**config.mk**
```make
export PLATFORM = sky130hd
export DESIGN_NAME = cdma_arb
export DESIGN_NICKNAME = d
export VERILOG_FILES = /design/src/rtl/cdma_arb_pkg.sv /design/src/rtl/Q_srl.sv /design/src/rtl/cdma_arb_dir.sv /design/src/rtl/cdma_arb.sv
export SDC_FILE = /design/constraint.sdc
export NUM_CORES = 1
export LEC_CHECK = 0
export BUFFER_PORTS_ARGS = -buffer_cell sky130_fd_sc_hd__buf_2
export CORE_AREA = 8 8 259 261
export DETAILED_ROUTE_END_ITERATION = 8
export DIE_AREA = 0 0 267 269
export GPL_TIMING_DRIVEN = 1
export REMOVE_ABC_BUFFERS = 1
export SYNTH_ARGS = -nofsm -noshare
export SYNTH_HDL_FRONTEND = slang
export SYNTH_HIERARCHICAL = 1
export SYNTH_SLANG_ARGS = --single-unit
```
**constraint.sdc**
```tcl
create_clock -name aclk -period 2.4 [get_ports aclk]
set_input_delay 0.36 -clock aclk [delete_from_list [all_inputs] [get_ports aclk]]
set_output_delay 0.36 -clock aclk [all_outputs]
set_load 0.01 [all_outputs]
```
**src/rtl/cdma_arb_pkg.sv**
```systemverilog
// Shared widths and descriptor layout for the CDMA client arbiter.
package cdma_arb_pkg;

    localparam int HBM_ADDR_BITS  = 33;
    localparam int HBM_LEN_BITS   = 32;
    localparam int CDMA_N_CLIENTS = 4;
    localparam int CDMA_CPL_DEPTH = 8;

    typedef struct packed {
        logic [HBM_LEN_BITS-1:0]  len;
        logic [HBM_ADDR_BITS-1:0] paddr;
    } cdma_desc_t;

endpackage

```
**src/rtl/Q_srl.sv**
```systemverilog
// In-order queue of client IDs; caller guarantees no push when full and no pop when empty.
module Q_srl #(
    parameter int DEPTH = 8,
    parameter int WIDTH = 2
) (
    input  logic             clk_i,
    input  logic             rst_n_i,
    input  logic             push_i,
    input  logic [WIDTH-1:0] data_i,
    input  logic             pop_i,
    output logic [WIDTH-1:0] data_o
);
    localparam int PW = $clog2(DEPTH);

    logic [WIDTH-1:0] mem_q [DEPTH];
    logic [PW-1:0]    wr_ptr_q;
    logic [PW-1:0]    rd_ptr_q;

    // Pointers wrap naturally because DEPTH is a power of two.
    always_ff @(posedge clk_i) begin
        if (!rst_n_i) begin
            wr_ptr_q <= '0;
            rd_ptr_q <= '0;
        end else begin
            if (push_i) wr_ptr_q <= wr_ptr_q + 1'b1;
            if (pop_i)  rd_ptr_q <= rd_ptr_q + 1'b1;
        end
    end

    always_ff @(posedge clk_i) begin
        if (push_i) mem_q[wr_ptr_q] <= data_i;
    end

    assign data_o = mem_q[rd_ptr_q];

endmodule

```
**src/rtl/cdma_arb_dir.sv**
```systemverilog
// One direction of the arbiter: round-robin grant, descriptor output register,
// completion ID queue and spurious-done flag.
module cdma_arb_dir #(
    parameter int N     = 4,
    parameter int AW    = 33,
    parameter int LW    = 32,
    parameter int DEPTH = 8
) (
    input  logic            clk_i,
    input  logic            rst_n_i,
    input  logic [N-1:0]    s_valid_i,
    output logic [N-1:0]    s_ready_o,
    input  logic [N*AW-1:0] s_paddr_i,
    input  logic [N*LW-1:0] s_len_i,
    output logic [N-1:0]    s_done_o,
    output logic            m_valid_o,
    input  logic            m_ready_i,
    output logic [AW-1:0]   m_paddr_o,
    output logic [LW-1:0]   m_len_o,
    input  logic            m_done_i,
    output logic            err_spurious_o
);
    localparam int IW = $clog2(N);
    localparam int CW = $clog2(DEPTH) + 1;

    logic [IW-1:0] ptr_q;
    logic [CW-1:0] cnt_q;
    logic          m_valid_q;
    logic [AW-1:0] m_paddr_q;
    logic [LW-1:0] m_len_q;
    logic [N-1:0]  s_done_q;
    logic          err_q;

    logic [IW-1:0] gnt_idx;
    logic          gnt_any;
    logic          slot_free;
    logic          accept;
    logic          pop;
    logic [IW-1:0] head_id;
    logic [N-1:0]  s_ready_d;
    logic [AW-1:0] sel_paddr;
    logic [LW-1:0] sel_len;

    // Walk offsets from farthest to nearest so the client right after ptr wins.
    always_comb begin
        int c;
        c       = 0;
        gnt_idx = '0;
        gnt_any = 1'b0;
        for (int k = N; k >= 1; k--) begin
            c = int'(ptr_q) + k;
            if (c >= N) c = c - N;
            if (s_valid_i[IW'(c)]) begin
                gnt_any = 1'b1;
                gnt_idx = IW'(c);
            end
        end
    end

    // Full check uses the pre-pop count, so a done never frees a slot in its own cycle.
    assign slot_free = (!m_valid_q || m_ready_i) && (cnt_q < CW'(DEPTH));
    assign accept    = gnt_any && slot_free;
    assign pop       = m_done_i && (cnt_q != '0);

    always_comb begin
        s_ready_d = '0;
        if (accept) s_ready_d[gnt_idx] = 1'b1;
    end

    always_comb begin
        int base_a;
        int base_l;
        base_a    = int'(gnt_idx) * AW;
        base_l    = int'(gnt_idx) * LW;
        sel_paddr = s_paddr_i[base_a +: AW];
        sel_len   = s_len_i[base_l +: LW];
    end

    Q_srl #(
        .DEPTH (DEPTH),
        .WIDTH (IW)
    ) u_cpl_q (
        .clk_i   (clk_i),
        .rst_n_i (rst_n_i),
        .push_i  (accept),
        .data_i  (gnt_idx),
        .pop_i   (pop),
        .data_o  (head_id)
    );

    always_ff @(posedge clk_i) begin
        if (!rst_n_i) begin
            ptr_q     <= IW'(N - 1);
            cnt_q     <= '0;
            m_valid_q <= 1'b0;
            m_paddr_q <= '0;
            m_len_q   <= '0;
            s_done_q  <= '0;
            err_q     <= 1'b0;
        end else begin
            if (accept) begin
                m_valid_q <= 1'b1;
                m_paddr_q <= sel_paddr;
                m_len_q   <= sel_len;
                ptr_q     <= gnt_idx;
            end else if (m_ready_i) begin
                m_valid_q <= 1'b0;
            end
            cnt_q    <= cnt_q + CW'(accept) - CW'(pop);
            s_done_q <= '0;
            if (pop) s_done_q[head_id] <= 1'b1;
            if (m_done_i && (cnt_q == '0)) err_q <= 1'b1;
        end
    end

    assign s_ready_o      = s_ready_d;
    assign s_done_o       = s_done_q;
    assign m_valid_o      = m_valid_q;
    assign m_paddr_o      = m_paddr_q;
    assign m_len_o        = m_len_q;
    assign err_spurious_o = err_q;

endmodule

```
**src/rtl/cdma_arb.sv**
```systemverilog
// Multi-client descriptor arbiter and completion router in front of the CDMA;
// read and write directions are independent instances of the same path.
module cdma_arb
    import cdma_arb_pkg::*;
#(
    parameter int N_CLIENTS = CDMA_N_CLIENTS,
    parameter int ADDR_BITS = HBM_ADDR_BITS,
    parameter int LEN_BITS  = HBM_LEN_BITS,
    parameter int CPL_DEPTH = CDMA_CPL_DEPTH
) (
    input  logic                          aclk,
    input  logic                          aresetn,
    input  logic [N_CLIENTS-1:0]          s_rd_valid,
    output logic [N_CLIENTS-1:0]          s_rd_ready,
    input  logic [N_CLIENTS*ADDR_BITS-1:0] s_rd_paddr,
    input  logic [N_CLIENTS*LEN_BITS-1:0]  s_rd_len,
    output logic [N_CLIENTS-1:0]          s_rd_done,
    input  logic [N_CLIENTS-1:0]          s_wr_valid,
    output logic [N_CLIENTS-1:0]          s_wr_ready,
    input  logic [N_CLIENTS*ADDR_BITS-1:0] s_wr_paddr,
    input  logic [N_CLIENTS*LEN_BITS-1:0]  s_wr_len,
    output logic [N_CLIENTS-1:0]          s_wr_done,
    output logic                          m_rd_valid,
    input  logic                          m_rd_ready,
    output logic [ADDR_BITS-1:0]          m_rd_paddr,
    output logic [LEN_BITS-1:0]           m_rd_len,
    input  logic                          m_rd_done,
    output logic                          m_wr_valid,
    input  logic                          m_wr_ready,
    output logic [ADDR_BITS-1:0]          m_wr_paddr,
    output logic [LEN_BITS-1:0]           m_wr_len,
    input  logic                          m_wr_done,
    output logic                          err_rd_spurious,
    output logic                          err_wr_spurious
);

    cdma_arb_dir #(
        .N     (N_CLIENTS),
        .AW    (ADDR_BITS),
        .LW    (LEN_BITS),
        .DEPTH (CPL_DEPTH)
    ) u_rd (
        .clk_i          (aclk),
        .rst_n_i        (aresetn),
        .s_valid_i      (s_rd_valid),
        .s_ready_o      (s_rd_ready),
        .s_paddr_i      (s_rd_paddr),
        .s_len_i        (s_rd_len),
        .s_done_o       (s_rd_done),
        .m_valid_o      (m_rd_valid),
        .m_ready_i      (m_rd_ready),
        .m_paddr_o      (m_rd_paddr),
        .m_len_o        (m_rd_len),
        .m_done_i       (m_rd_done),
        .err_spurious_o (err_rd_spurious)
    );

    cdma_arb_dir #(
        .N     (N_CLIENTS),
        .AW    (ADDR_BITS),
        .LW    (LEN_BITS),
        .DEPTH (CPL_DEPTH)
    ) u_wr (
        .clk_i          (aclk),
        .rst_n_i        (aresetn),
        .s_valid_i      (s_wr_valid),
        .s_ready_o      (s_wr_ready),
        .s_paddr_i      (s_wr_paddr),
        .s_len_i        (s_wr_len),
        .s_done_o       (s_wr_done),
        .m_valid_o      (m_wr_valid),
        .m_ready_i      (m_wr_ready),
        .m_paddr_o      (m_wr_paddr),
        .m_len_o        (m_wr_len),
        .m_done_i       (m_wr_done),
        .err_spurious_o (err_wr_spurious)
    );

endmodule

```
==> After elaboration in Yosys (flattened, before gate mapping) <==
Memory sizes are Yosys's and may differ from the RTL's. A register that Yosys moved wholly into a read port is not among the register bits.
Index checks and enable logic that the tools add are counted.
{ "classes": {"reduce_logical": 24, "multipliers": 2, "mux": 70, "order_cmp": 26, "addsub": 24, "n_shift": 4} }
{ "ops": {"columns": ["op", "count"], "rows": [
  ["132-bit by 32-bit variable part select with 33-bit output", 2],
  ["128-bit by 8-bit variable part select with 32-bit output", 2],
  ["1-bit two-way mux", 36],
  ["2-bit by 4-bit < comparator with 1-bit output (second input constant)", 8],
  ["2-bit two-way mux", 16],
  ["3-bit greater-or-equal comparator (second input constant)", 6],
  ["1-bit binary-select mux with 2-bit select", 8],
  ["2-bit by 6-bit multiplier with 8-bit output (second input constant)", 2],
  ["2-bit by 1-bit subtractor with 2-bit output (second input constant)", 8],
  ["2-bit by 2-bit adder with 3-bit output (second input constant)", 4],
  ["3-bit by 1-bit adder with 3-bit output (second input constant)", 4],
  ["1-bit logical AND", 12],
  ["2-bit by 3-bit < comparator with 1-bit output (second input constant)", 4],
  ["3-bit two-way mux", 4],
  ["2-bit by 3-bit adder with 4-bit output (second input constant)", 2],
  ["4-bit by 1-bit adder with 4-bit output", 2],
  ["1-bit demux with 2-bit select", 4],
  ["2-bit by 1-bit greater-or-equal comparator with 1-bit output (second input constant)", 4],
  ["4-bit by 3-bit greater-or-equal comparator with 1-bit output (second input constant)", 2],
  ["4-bit logical NOT", 2],
  ["4-bit < comparator (second input constant)", 2],
  ["4-bit two-way mux", 2],
  ["4-bit nonzero test", 2],
  ["4-bit by 1-bit subtractor with 4-bit output", 2],
  ["5 further kinds", 10]
]} }
{ "word_totals": {"wordCells": 170, "reg_bits": 166, "output_inout_bits": 150, "input_bits": 534, "ramBits": 32, "memories": 2} }
{ "mem_list": {"columns": ["memory", "depth", "word_bits", "read_ports", "rd_ports_with_merged_regs", "write_ports", "line", "source"], "rows": [
  ["u_rd.u_cpl_q.mem_q", 8, 2, 1, 1, 1, "Q_srl.sv:15", "logic [WIDTH-1:0] mem_q [DEPTH];"],
  ["u_wr.u_cpl_q.mem_q", 8, 2, 1, 1, 1, "Q_srl.sv:15", null]
]} }

==> Logic depth before layout (Yosys ltp) <==
Gate-level depths: netlist of run 1.
{ "logic_depth": {"depth_word": 15, "mapped_depth": 12, "mapped_depth_nobuf": 11} }

==> Cells and area by module <==
The synthesis of run 1 kept the hierarchy.
{ "modules_own_cells": {"columns": ["module", "instances", "seq_area_each_um2", "area_per_inst_um2", "cells_each"], "rows": [
  ["cdma_arb_dir at u_rd", 1, 1541.5, 5092.4, 527],
  ["cdma_arb_dir at u_wr", 1, 1541.5, 4813.4, 600],
  ["Q_srl", 2, 660.6, 977.2, 62]
]} }

==> Worst setup path before layout of run 1 <==
Ideal clock, no wire load.
{ "synth_path": {"path_type": "in2reg", "startpoint": "input port s_rd_valid[2]", "endpoint": "register u_rd.cnt_q[2]", "path_buffers": 3, "t_arrival_ns": 2.468, "t_required_ns": 2.272, "path_slack_ns": -0.195, "setup_time_ns": 0.128, "stages": 12, "path_cell_list": "nor4_1 or3_1 buf_2 buf_2 buf_1 ha_1 inv_1 ha_1 inv_1 fa_1 xor2_1 nor2_1"} }
{ "synth_via": {"elab_chain_len": 10, "word_cells_on_any_way": 19, "cone_classes": "add/sub (2); mux (16); reduce/logical (1)"} }
{ "synth_lines": {"columns": ["item", "line", "source"], "rows": [
  ["start: declaration", "cdma_arb.sv:13", "input logic [N_CLIENTS-1:0] s_rd_valid,"],
  ["1-bit binary-select mux with 2-bit select", "cdma_arb_dir.sv:53", "if (s_valid_i[IW'(c)]) begin"],
  ["1-bit two-way mux (implied by the code) (2 in series)", "cdma_arb_dir.sv:53", null],
  ["1-bit two-way mux (3 in series)", "cdma_arb_dir.sv:53", null],
  ["1-bit two-way mux (*)", "cdma_arb_dir.sv:53", null],
  ["1-bit logical AND (*)", "cdma_arb_dir.sv:62", "assign accept = gnt_any && slot_free;"],
  ["4-bit by 1-bit adder with 4-bit output (*)", "cdma_arb_dir.sv:109", "cnt_q <= cnt_q + CW'(accept) - CW'(pop);"],
  ["4-bit by 1-bit subtractor with 4-bit output (*)", "cdma_arb_dir.sv:109", null],
  ["end signal: assignment", "cdma_arb_dir.sv:109", null],
  ["end: declaration", "cdma_arb_dir.sv:27", "logic [CW-1:0] cnt_q;"]
]} }
Mark *: on every way between the ends. The rest lies on a longest branch, timed or not. The select of a mux whose other input is x is not followed.
A chain may end at the register's enable or synchronous reset.

==> Final worst setup path of run 1 <==
{ "layout_path": {"startpoint": "register u_rd.ptr_q[1]", "endpoint": "output port s_rd_ready[3]"} }
{ "layout_via": {"elab_chain_len": 15, "word_cells_on_any_way": 43, "cone_classes": "add/sub (8); order compare (6); mux (27); reduce/logical (2)"} }
{ "layout_lines": {"columns": ["item", "line", "source"], "rows": [
  ["start: declaration", "cdma_arb_dir.sv:26", "logic [IW-1:0] ptr_q;"],
  ["start signal: assignment", "cdma_arb_dir.sv:93", "ptr_q <= IW'(N - 1);"],
  ["start signal: assignment", "cdma_arb_dir.sv:105", "ptr_q <= gnt_idx;"],
  ["2-bit by 3-bit adder with 4-bit output", "cdma_arb_dir.sv:51", "c = int'(ptr_q) + k;"],
  ["4-bit by 3-bit greater-or-equal comparator with 1-bit output or 2-bit by 1-bit subtractor with 2-bit output (tied branches)", "cdma_arb_dir.sv:52", "if (c >= N) c = c - N;"],
  ["2-bit two-way mux", "cdma_arb_dir.sv:52", null],
  ["1-bit binary-select mux with 2-bit select", "cdma_arb_dir.sv:53", null],
  ["1-bit two-way mux (implied by the code) (2 in series)", "cdma_arb_dir.sv:53", null],
  ["2-bit two-way mux (4 in series)", "cdma_arb_dir.sv:53", null],
  ["2-bit by 3-bit < comparator with 1-bit output (implied by the code) or 2-bit by 1-bit greater-or-equal comparator with 1-bit output (tied branches)", "cdma_arb_dir.sv:67", "if (accept) s_ready_d[gnt_idx] = 1'b1;"],
  ["1-bit logical AND (implied by the code)", "cdma_arb_dir.sv:67", null],
  ["1-bit two-way mux (implied by the code)", "cdma_arb_dir.sv:67", null],
  ["1-bit demux with 2-bit select", null, null],
  ["4-bit two-way mux (*)", "cdma_arb_dir.sv:67", null],
  ["end: declaration", "cdma_arb.sv:14", "output logic [N_CLIENTS-1:0] s_rd_ready,"]
]} }
Marks and branches as above.

==> results of run 1 <==
-- cells in the mapped netlist (10+ instances only) --
cell type and number:
nand2_1 13, dfxtp_1 172, edfxtp_1 32, ha_1 14, buf_2 50, o211ai_1 34
nor3_1 12, inv_1 17, buf_6 10, mux2_1 12, a22oi_1 65, o211a_1 31
o31ai_1 31, nand2b_1 41, mux2i_1 72, mux2_2 88, clkbuf_1 57, a31oi_1 33
nor2_1 52, nand3_1 297, o221ai_2 30
-- stage by stage --
stage / util / total power, uW
final: 0.303 / 18100
after global routing: 0.302 / 19300
after CTS: 0.299 / 18100
after detailed placement: 0.267 / 13000
after global placement: 0.267 / 12900
after floorplan: - / 9560
-- logic make-up after synthesis --
group	after synthesis	share of synthesized area
XOR/XNOR	8	0.00591
AO/OA/AOI/OAI	252	0.181
AND/OR/NAND/NOR	445	0.191
flip-flops	204	0.371
multiplexers	180	0.173
buffers and inverters	146	0.0594
adder cells (fa/ha/maj)	16	0.0181
-- cell type report --
class | count | area [um2] | share of cell area
well taps | 846 | 1060 | 0.0558
clock buffers | 28 | 679 | 0.0358
inverters | 22 | 97.6 | 0.00514
diodes | 3 | 7.51 | 0.000395
flip-flops and latches | 204 | 4410 | 0.232
repair buffers | 885 | 5450 | 0.287
clock inverters | 21 | 343 | 0.0181
multi-input cells | 901 | 6940 | 0.366
-- power groups by stage --
stage / combinational [uW] / clock (uW) / sequential, uW
6_report: 8240 / 4690 / 5200
5_1_grt: 8960 / 5010 / 5330
4_1_cts: 8050 / 4890 / 5200
3_5_place_dp: 7720 / 0 / 5230
3_3_place_gp: 7700 / 0 / 5230
2_1_floorplan: 4050 / 0 / 5500
-- worst max-delay path by stage --
stage	end	slack, ns	cells after the start
CTS	s_rd_ready[3]	-0.04	8
finish	s_rd_ready[3]	0.03	7
floorplan	s_rd_ready[0]	-5.51	5
global route	s_rd_ready[0]	-0.08	8
global placement	u_rd/m_paddr_o[28]	-0.06	9
detailed placement	u_rd/cnt_q[2]	-0.07	10
-- flip-flops by register name, indices dropped and copies added, names as in the netlist, 4 cells and up, named ones only --
signal,count
u_wr/m_paddr_o,33
u_wr/s_done_o,4
u_rd/cnt_q,4
u_wr/cnt_q,4
u_rd/m_paddr_o,33
u_wr/u_cpl_q/mem_q,16
u_rd/m_len_o,32
u_rd/s_done_o,4
u_wr/m_len_o,32
u_rd/u_cpl_q/mem_q,16
-- per-layer routing --
layer / global-route usage / vias up / wire [um]
li1: - / 6350 / -
met1: 0.154 / 6216 / 20000
met2: 0.263 / 730 / 28600
met3: 0.0418 / 122 / 5290
met4: 0.0679 / 2 / 2780
met5: 0 / - / 11
-- critical path, cell delays in order (launching register included) --
cell and delay [ns]:
dfxtp_2 0.37, inv_2 0.04, or3_1 0.45, and2_4 0.24
nand2_4 0.10, buf_12 0.11, nor2_4 0.03, buf_6 0.12
-- repair_timing --
| action | 4_1_cts | 5_1_grt |
|---|---|---|
| resized for setup | 29 | 23 |
| hold buffers | 81 | 0 |
| cloned | 1 | 2 |
| pin swaps | 7 | 7 |
| endpoints found under the setup margin | 8 | 21 |
| setup buffers | 8 | 13 |
| hold endpoints to repair | 52 | 0 |
==> results.yml, run 1 <==
floorplan:
  die-area_um2: 71800
  die_w_um: 267
  start_util: 0.189
  core_area_um2: 62700
  rows: 92
  pin_count: 684
  fp.dieH_um: 269
synthesis:
  synth_flop_cell: "dfxtp_1"
  avgSynthCellArea_um2: 9.48
  yosys_warnings: 6
  postSynthCellCount: 1251
  yosys-top-cells-area: "dfxtp_1 29%, nand3_1 13%, mux2_2 8.4%"
  yosys.area.top_type: "dfxtp_1"
  syn_area_um2: 11900
  ys_types: 48
  async_flop_share: 0
  synth_top_area_share: 0.290
  synth_edf_count: 32
  seq_area_frac_synth: 0.371
  ys_ff_latch: 204
placed_design:
  port-buffer-count: 683
  dpl_cell_area_um2: 16700
  hpwl_um: 43600
  routabilityCongestion: 0.902
  dp.cells: 2754
  dp_worst_setup_slack_ns: -0.0678
run:
  drv_cap: 0
pwr:
  p_leak_uw: 0.00869
  pwr_density_cell_nw_per_um2: 955
  swShare: 0.372
  ir_drop_v: 0.000474
  pwr-share-seq: 0.287
  intPower_uw: 11400
  comb_power_share: 0.454
  p_sw_uw: 6750
  p_clk_frac: 0.259
sta:
  whs_ns: 0.0555
  period_share: 0.986
  hold_viol_final: 0
  setup_viol: 0
  final.setup.tns_ns: 0
  tightest_slew_ns: 0.713
  fin_crit_ns: 2.37
  max_slew_margin: 0.521
  clock_skew_ns: 0.0182
  drv_slew: 0
  rsz0062_at_grt: "yes"
  setup_slack_ns: 0.0330
  max_freq_ghz: 0.422
hold_path:
  min_path_type: "primary input to flop"
  min_from: "s_wr_len[114]"
  hold_end: "u_wr/m_len_o[18]"
  whs_path_depth: 3
route:
  avgRoutedWirePerCell_um: 19.5
  dr.pass1.iters: 5
  drc: 0
  drtAntennaViolNets: 0
  dr.first_iter.drc_count: 967
  vias: 13400
  detail_route.wirelength_um: 56700
  vias_per_cell: 4.61
finish:
  nets: 2591
  n_fill_cell: 6547
  fin_area_um2: 19000
  drive_gt1_frac: 0.493
  layout_common_cells: "682 x buf_2, 296 x nand3_1, 167 x dfxtp_1, 95 x buf_4, 88 x mux2_2"
  final_cells: 2910
  area_growth_pct: 60.1
  layout_commonest_cell: "buf_2"
worst_setup_path:
  r2r_slack_ns: 0.13
  endpoint_kind: "output port"
  reg2reg_depth: 9
  crit_required_ns: 2.04
  crit_arrival_ns: 2.01
  rr_startpoint: "u_rd/ptr_q[0]"
  worst-path-max-fanout: 5
  worstSetupPathType: "flop to output port"
  critPathLaunch: "u_rd/ptr_q[1]"
  rr_endpoint: "u_rd/m_len_o[4]"
  startpoint_type: "flop"
clocking:
  clock_path_buffers: 3
  clk_latency_ns: 0.55
  htree_levels: 1
  cts_root_buf: "clkbuf_16"
  cts_buffers: 27
  cts_sinks: 204
  cts_tree: "yes"
  clkTransAtPathRegs_ns: 0.06
status:
  status: "finished clean"
global_routing:
  grt_remaining_overflow: 0
  grt_pass1_wl_um: 82400
  grtUsageTotal: 0.145
  grt_max_degree: 72
  antenna_found_initial: 4
  grt_pass1_vias: 14100
Power figures use the tool's default switching activity.
==> run 2, diff against run 1 <==
Settings changed: CORE_AREA 8 8 259 261 to 8 8 261 263, DIE_AREA 0 0 267 269 to 0 0 269 271, SYNTH_HIERARCHICAL 1 to default.
==> run 2 against run 1 <==
  * Fmax rose by 1.9%
  * Wire length is 8.1% lower
  * Setup slack improved by 0.044 ns
  * Non-clock buffer count decreased by 114
  * First-iteration DRC count down 16%
  * Critical endpoint unchanged
==> results.yml, run 2 <==
status:
  status: "finished clean"
run:
  drv_cap: 0
worst_setup_path:
  worstPathCellList: "and2b_2 > o21a_4 > nor3_4 > buf_12 > buf_8 > nor2_1 > buf_2"
  crit_required_ns: 2.04
  startpoint_type: "flop"
  crit_slowest_cell: "dfxtp_2"
  crit_arrival_ns: 1.96
  critPathTopFamily: "simple AND/OR/NAND/NOR gates"
  endpoint_kind: "output port"
  slowest_delay_ns: 0.33
  worstSetupPathType: "flop to output port"
  worst-path-max-fanout: 7
  cp_num_buf_inv: 3
sta:
  drv_slew: 0
  period_share: 0.968
  rsz0062_at_grt: "yes"
  setup_viol: 0
  fin_crit_ns: 2.32
  final.setup.tns_ns: 0
  max_slew_margin: 0.237
  clock_skew_ns: 0.0255
  hold_viol_final: 0
  tightest_slew_ns: 1.14
  max_freq_ghz: 0.430
placed_design:
  hpwl_um: 41000
  dpl_cell_area_um2: 15800
  routabilityCongestion: 0.884
  port-buffer-count: 683
synthesis:
  yosys.area.top_type: "dfxtp_1"
  async_flop_share: 0
  syn_area_um2: 11100
  yosys_warnings: 0
  ys_ff_latch: 204
  seq_area_frac_synth: 0.398
  synth_edf_count: 32
  postSynthCellCount: 1108
  synth_top_area_share: 0.311
  synth_flop_cell: "dfxtp_1"
  ys_top_cells_by_count: "228 x mux2i_1, 172 x dfxtp_1, 91 x o221ai_1, 85 x nand2_1, 48 x clkbuf_1"
  avgSynthCellArea_um2: 9.98
  synth.most_common_cell: "mux2i_1"
  ys_types: 46
  yosys-top-cells-area: "dfxtp_1 31%, mux2i_1 21%, edfxtp_1 8.7%"
global_routing:
  grt_remaining_overflow: 0
  grt_pass1_wl_um: 75500
  grtUsageTotal: 0.134
  grt_pass1_vias: 12200
  grt_max_degree: 75
  antenna_found_initial: 3
finish:
  drive_gt1_frac: 0.467
  post-route-util: 0.267
  n_fill_cell: 6847
  area_growth_pct: 54.0
  fin_area_um2: 17000
  layout_common_cells: "682 x buf_2, 228 x mux2i_1, 170 x dfxtp_1, 91 x o221ai_1, 83 x nand2_1"
  layout_commonest_cell: "buf_2"
  nets: 2352
route:
  drc: 0
  met3WireLength_um: 4950
  dr_wl_met2_um: 24800
  vias: 11800
  detail_route.wirelength_um: 52100
  vias_per_cell: 4.41
  dr.pass1.iters: 5
  avgRoutedWirePerCell_um: 19.4
  dr.first_iter.drc_count: 812
  wl_met1_um: 21100
  highest_layer: "met4"
  drtAntennaViolNets: 0
clocking:
  cts_buffers: 26
  cts_root_buf: "clkbuf_16"
  htree_levels: 1
  clock_path_buffers: 3
  clkTransAtPathRegs_ns: 0.06
  clk_latency_ns: 0.57
  cts_sinks: 204
  cts_tree: "yes"
pwr:
  swShare: 0.382
  p_clk_frac: 0.227
  p_sw_uw: 6350
  intPower_uw: 10300
  pwr-share-seq: 0.308
  ir_drop_v: 0.000433
  comb_power_share: 0.465
  pwr_density_cell_nw_per_um2: 976
  p_leak_uw: 0.00798
floorplan:
  fp.dieH_um: 271
  start_util: 0.173
  die_w_um: 269
  rows: 93
  die-area_um2: 72900
  pin_count: 684
  core_area_um2: 63900
hold_path:
  min_path_type: "primary input to flop"
run 2: cell types whose count changed after synthesis, sizes merged, moves of 10 or more:
| cell | previous run | this run |
|---|---|---|
| nor2 | 52 | 21 |
| nand3 | 297 | 32 |
| o21ai | 2 | 43 |
| and2 | 5 | 17 |
| mux2i | 72 | 228 |
| o211a | 31 | 0 |
| a21boi | 1 | 44 |
| mux2 | 100 | 1 |
| o221ai | 34 | 91 |
| nand2b | 41 | 4 |
| nand2 | 13 | 85 |
| buf | 67 | 57 |
| a22oi | 65 | 0 |
run 2: worst paths after layout:
path / start / to / slack, ns / cells past startpoint
worst max register to register: u_rd.m_valid_o / u_rd.m_len_o[24] / 0.12 / 5
worst min register to register: u_wr.m_paddr_o[22] / u_wr.m_paddr_o[22] / 0.46 / 2
worst max-delay path: u_rd.ptr_q[0] / s_rd_ready[3] / 0.08 / 7
worst min-delay path: s_rd_len[124] / u_rd.m_len_o[28] / 0.08 / 3
run 2: layer usage:
metal	vias to the layer above	global-route usage
met1	5554	0.167
met5	-	0
met2	538	0.221
met4	0	0.0334
li1	5646	-
met3	72	0.0425
run 2: cells by family (layout without fill, tap and decap cells):
group / after synthesis / after routing / share of synthesized area
flops: 204 / 204 / 0.398
mux: 237 / 237 / 0.224
fa+ha+maj: 16 / 16 / 0.0195
simple gates: 195 / 195 / 0.0838
xor+xnor: 11 / 11 / 0.00871
buf+inv: 127 / 841 / 0.0551
other cells: 0 / 3 / 0
compound gates: 318 / 318 / 0.211
run 2: worst reg2reg max path, cell delays in order, from the launching register on:
cell	delay, ns
dfxtp_1	0.31
nor2b_2	0.18
or3_4	0.43
buf_4	0.17
nor2_4	0.84
a21boi_1	0.20
run 2: through the flow:
stage / total power, uW / hold slack [ns] / instances / setup WS, ns
2_1_floorplan: 8880 / 0.432 / 1003 / -15.02
3_3_place_gp: 12400 / 0.439 / 2611 / 0.0191
3_5_place_dp: 12400 / 0.441 / 2611 / -0.0668
4_1_cts: 16800 / 0.0431 / 2673 / 0.00584
5_1_grt: 17700 / 0.0742 / 2677 / -0.0440
6_report: 16600 / 0.0841 / 2680 / 0.0767
run 2: power groups by stage:
stage	Clock (uW)	Combinational (uW)	Sequential [uW]
after detailed placement	0	7240	5160
after CTS	3920	7730	5120
after global placement	0	7210	5160
after global routing	4040	8400	5240
after floorplan	0	3540	5340
final	3780	7730	5120
run 2: final cells by class:
class | count | area (um2) | area share
Multi-Input combinational cell | 777 | 6150 | 0.361
Clock inverter | 9 | 65.1 | 0.00382
Inverter | 22 | 104 | 0.00610
Sequential cell | 204 | 4410 | 0.259
Antenna cell | 3 | 7.51 | 0.000441
Timing Repair Buffer | 771 | 4480 | 0.263
Clock buffer | 39 | 749 | 0.0440
Tap cell | 855 | 1070 | 0.0628
run 2: timing repair:
item,in CTS,in global routing
gates cloned,5,0
pin swaps,4,5
hold buffers,0,0
buffers inserted,9,4
setup endpoints to repair,8,7
gates resized for setup,18,14
==> run 3, diff against run 2 <==
Settings changed: PLACE_DENSITY from default to 0.51.
==> run 3 against run 2 <==
  * Final cell count hardly changed
  * Largest power group unchanged
  * First-iteration DRC count is 15% lower
  * Fmax increased by 0.40%
  * Highest routed layer is now met5
==> results.yml, run 3 (same netlist as run 2, synthesis figures left out) <==
sta:
  max_slew_margin: 0.225
  fin_crit_ns: 2.31
  setup_viol: 0
  tightest_slew_ns: 1.16
  hold_viol_final: 0
  drv_slew: 0
  setup_slack_ns: 0.0859
  clock_skew_ns: 0.0128
  max_freq_ghz: 0.432
  period_share: 0.964
  rsz0062_at_grt: "yes"
pwr:
  pwr_density_cell_nw_per_um2: 977
  ir_drop_v: 0.000417
  p_leak_uw: 0.00793
  finalPower_uw: 16600
placed_design:
  hpwl_um: 45600
  port-buffer-count: 683
  routabilityCongestion: 0.940
  dpl_cell_area_um2: 15700
  dp_worst_setup_slack_ns: 0.0692
clocking:
  clk_latency_ns: 0.55
  clkTransAtPathRegs_ns: 0.06
  cts_buffers: 26
  cts_tree: "yes"
  cts_sinks: 204
  ctsHoldBuffers: 0
  htree_levels: 1
  cts_root_buf: "clkbuf_16"
  clock_path_buffers: 3
floorplan:
  fp.dieH_um: 271
  die_w_um: 269
  rows: 93
  start_util: 0.173
  core_area_um2: 63900
  die-area_um2: 72900
  pin_count: 684
route:
  drtAntennaViolNets: 0
  drc: 0
  vias_per_cell: 4.49
  dr.pass1.iters: 4
  dr.first_iter.drc_count: 688
  detail_route.wirelength_um: 57000
  vias: 12000
  avgRoutedWirePerCell_um: 21.3
finish:
  layout_common_cells: "682 x buf_2, 228 x mux2i_1, 170 x dfxtp_1, 91 x o221ai_1, 83 x nand2_1"
  area_growth_pct: 53.2
  fin_area_um2: 16900
  drive_gt1_frac: 0.466
  layout_commonest_cell: "buf_2"
  nets: 2342
  post-route-util: 0.265
global_routing:
  grt_pass1_wl_um: 81700
  grt_pass1_vias: 12900
  grt_max_degree: 66
  grtUsageTotal: 0.146
  antenna_found_initial: 15
  grt_remaining_overflow: 0
worst_setup_path:
  crit_arrival_ns: 1.95
  worst-path-max-fanout: 29
  startpoint_type: "flop"
  endpoint_kind: "output port"
  worstSetupPathType: "flop to output port"
  crit_required_ns: 2.04
status:
  status: "finished clean"
hold_path:
  min_path_type: "primary input to flop"
run:
  drv_cap: 0
## run 3: cell types whose count changed in the layout (fill, tap and decap cells not counted), moves of 3 or more
cell | previous run | this run
clkbuf_1 | 8 | 5
clkinv_2 | 4 | 7
diode_2 | 3 | 12
buf_4 | 60 | 53
## run 3: stage by stage
| step | hold slack (ns) | instances | TNS [ns] |
|---|---|---|---|
| floorplan | 0.432 | 1003 | -1270.38 |
| global placement | 0.439 | 2596 | 0 |
| detailed placement | 0.443 | 2596 | 0 |
| CTS | 0.0566 | 2654 | 0 |
| global route | 0.0946 | 2672 | -0.101 |
| finish | 0.0953 | 2679 | 0 |
## run 3: final cells by class
type	count	area (um2)
clock buffer	35	736
multi-input combinational	777	6180
fill	6815	46900
sequential	204	4410
timing repair buffer	761	4350
antenna	12	30.0
tap	855	1070
inverter	22	100
clock inverter	13	76.3
## run 3: metal layers
metal  GRT usage  part of all wire
met3      0.0432             0.085
met4      0.0431             0.022
met1       0.180              0.41
met2       0.243              0.48
met5           0           0.00067
## run 3: path summary, 6_finish.rpt
check | from | to | slack (ns) | cells past startpoint
worst max-delay path | u_rd.m_valid_o | s_rd_ready[0] | 0.09 | 5
worst min-delay path | m_rd_done | u_rd.err_spurious_o | 0.1 | 3
worst max register to register | u_rd.m_valid_o | u_rd.m_paddr_o[7] | 0.11 | 5
worst min register to register | u_wr.m_paddr_o[30] | u_wr.m_paddr_o[30] | 0.46 | 2
## run 3: power by group
| group | internal (uW) | switching, uW |
|---|---|---|
| combinational | 3490 | 4220 |
| clock | 2150 | 1560 |
| sequential | 4530 | 606 |
## run 3: worst max-delay path, cell delays in order (launching register included)
cell,delay [ns]
dfxtp_1,0.30
nor2b_1,0.14
or3_4,0.45
buf_12,0.19
nor3_4,0.18
buf_2,0.15
## run 3: repair_timing
item | in CTS | in global routing
resized for setup | 17 | 22
buffers inserted | 7 | 12
setup endpoints to repair | 8 | 8
cloned | 3 | 1
pin swaps | 3 | 3
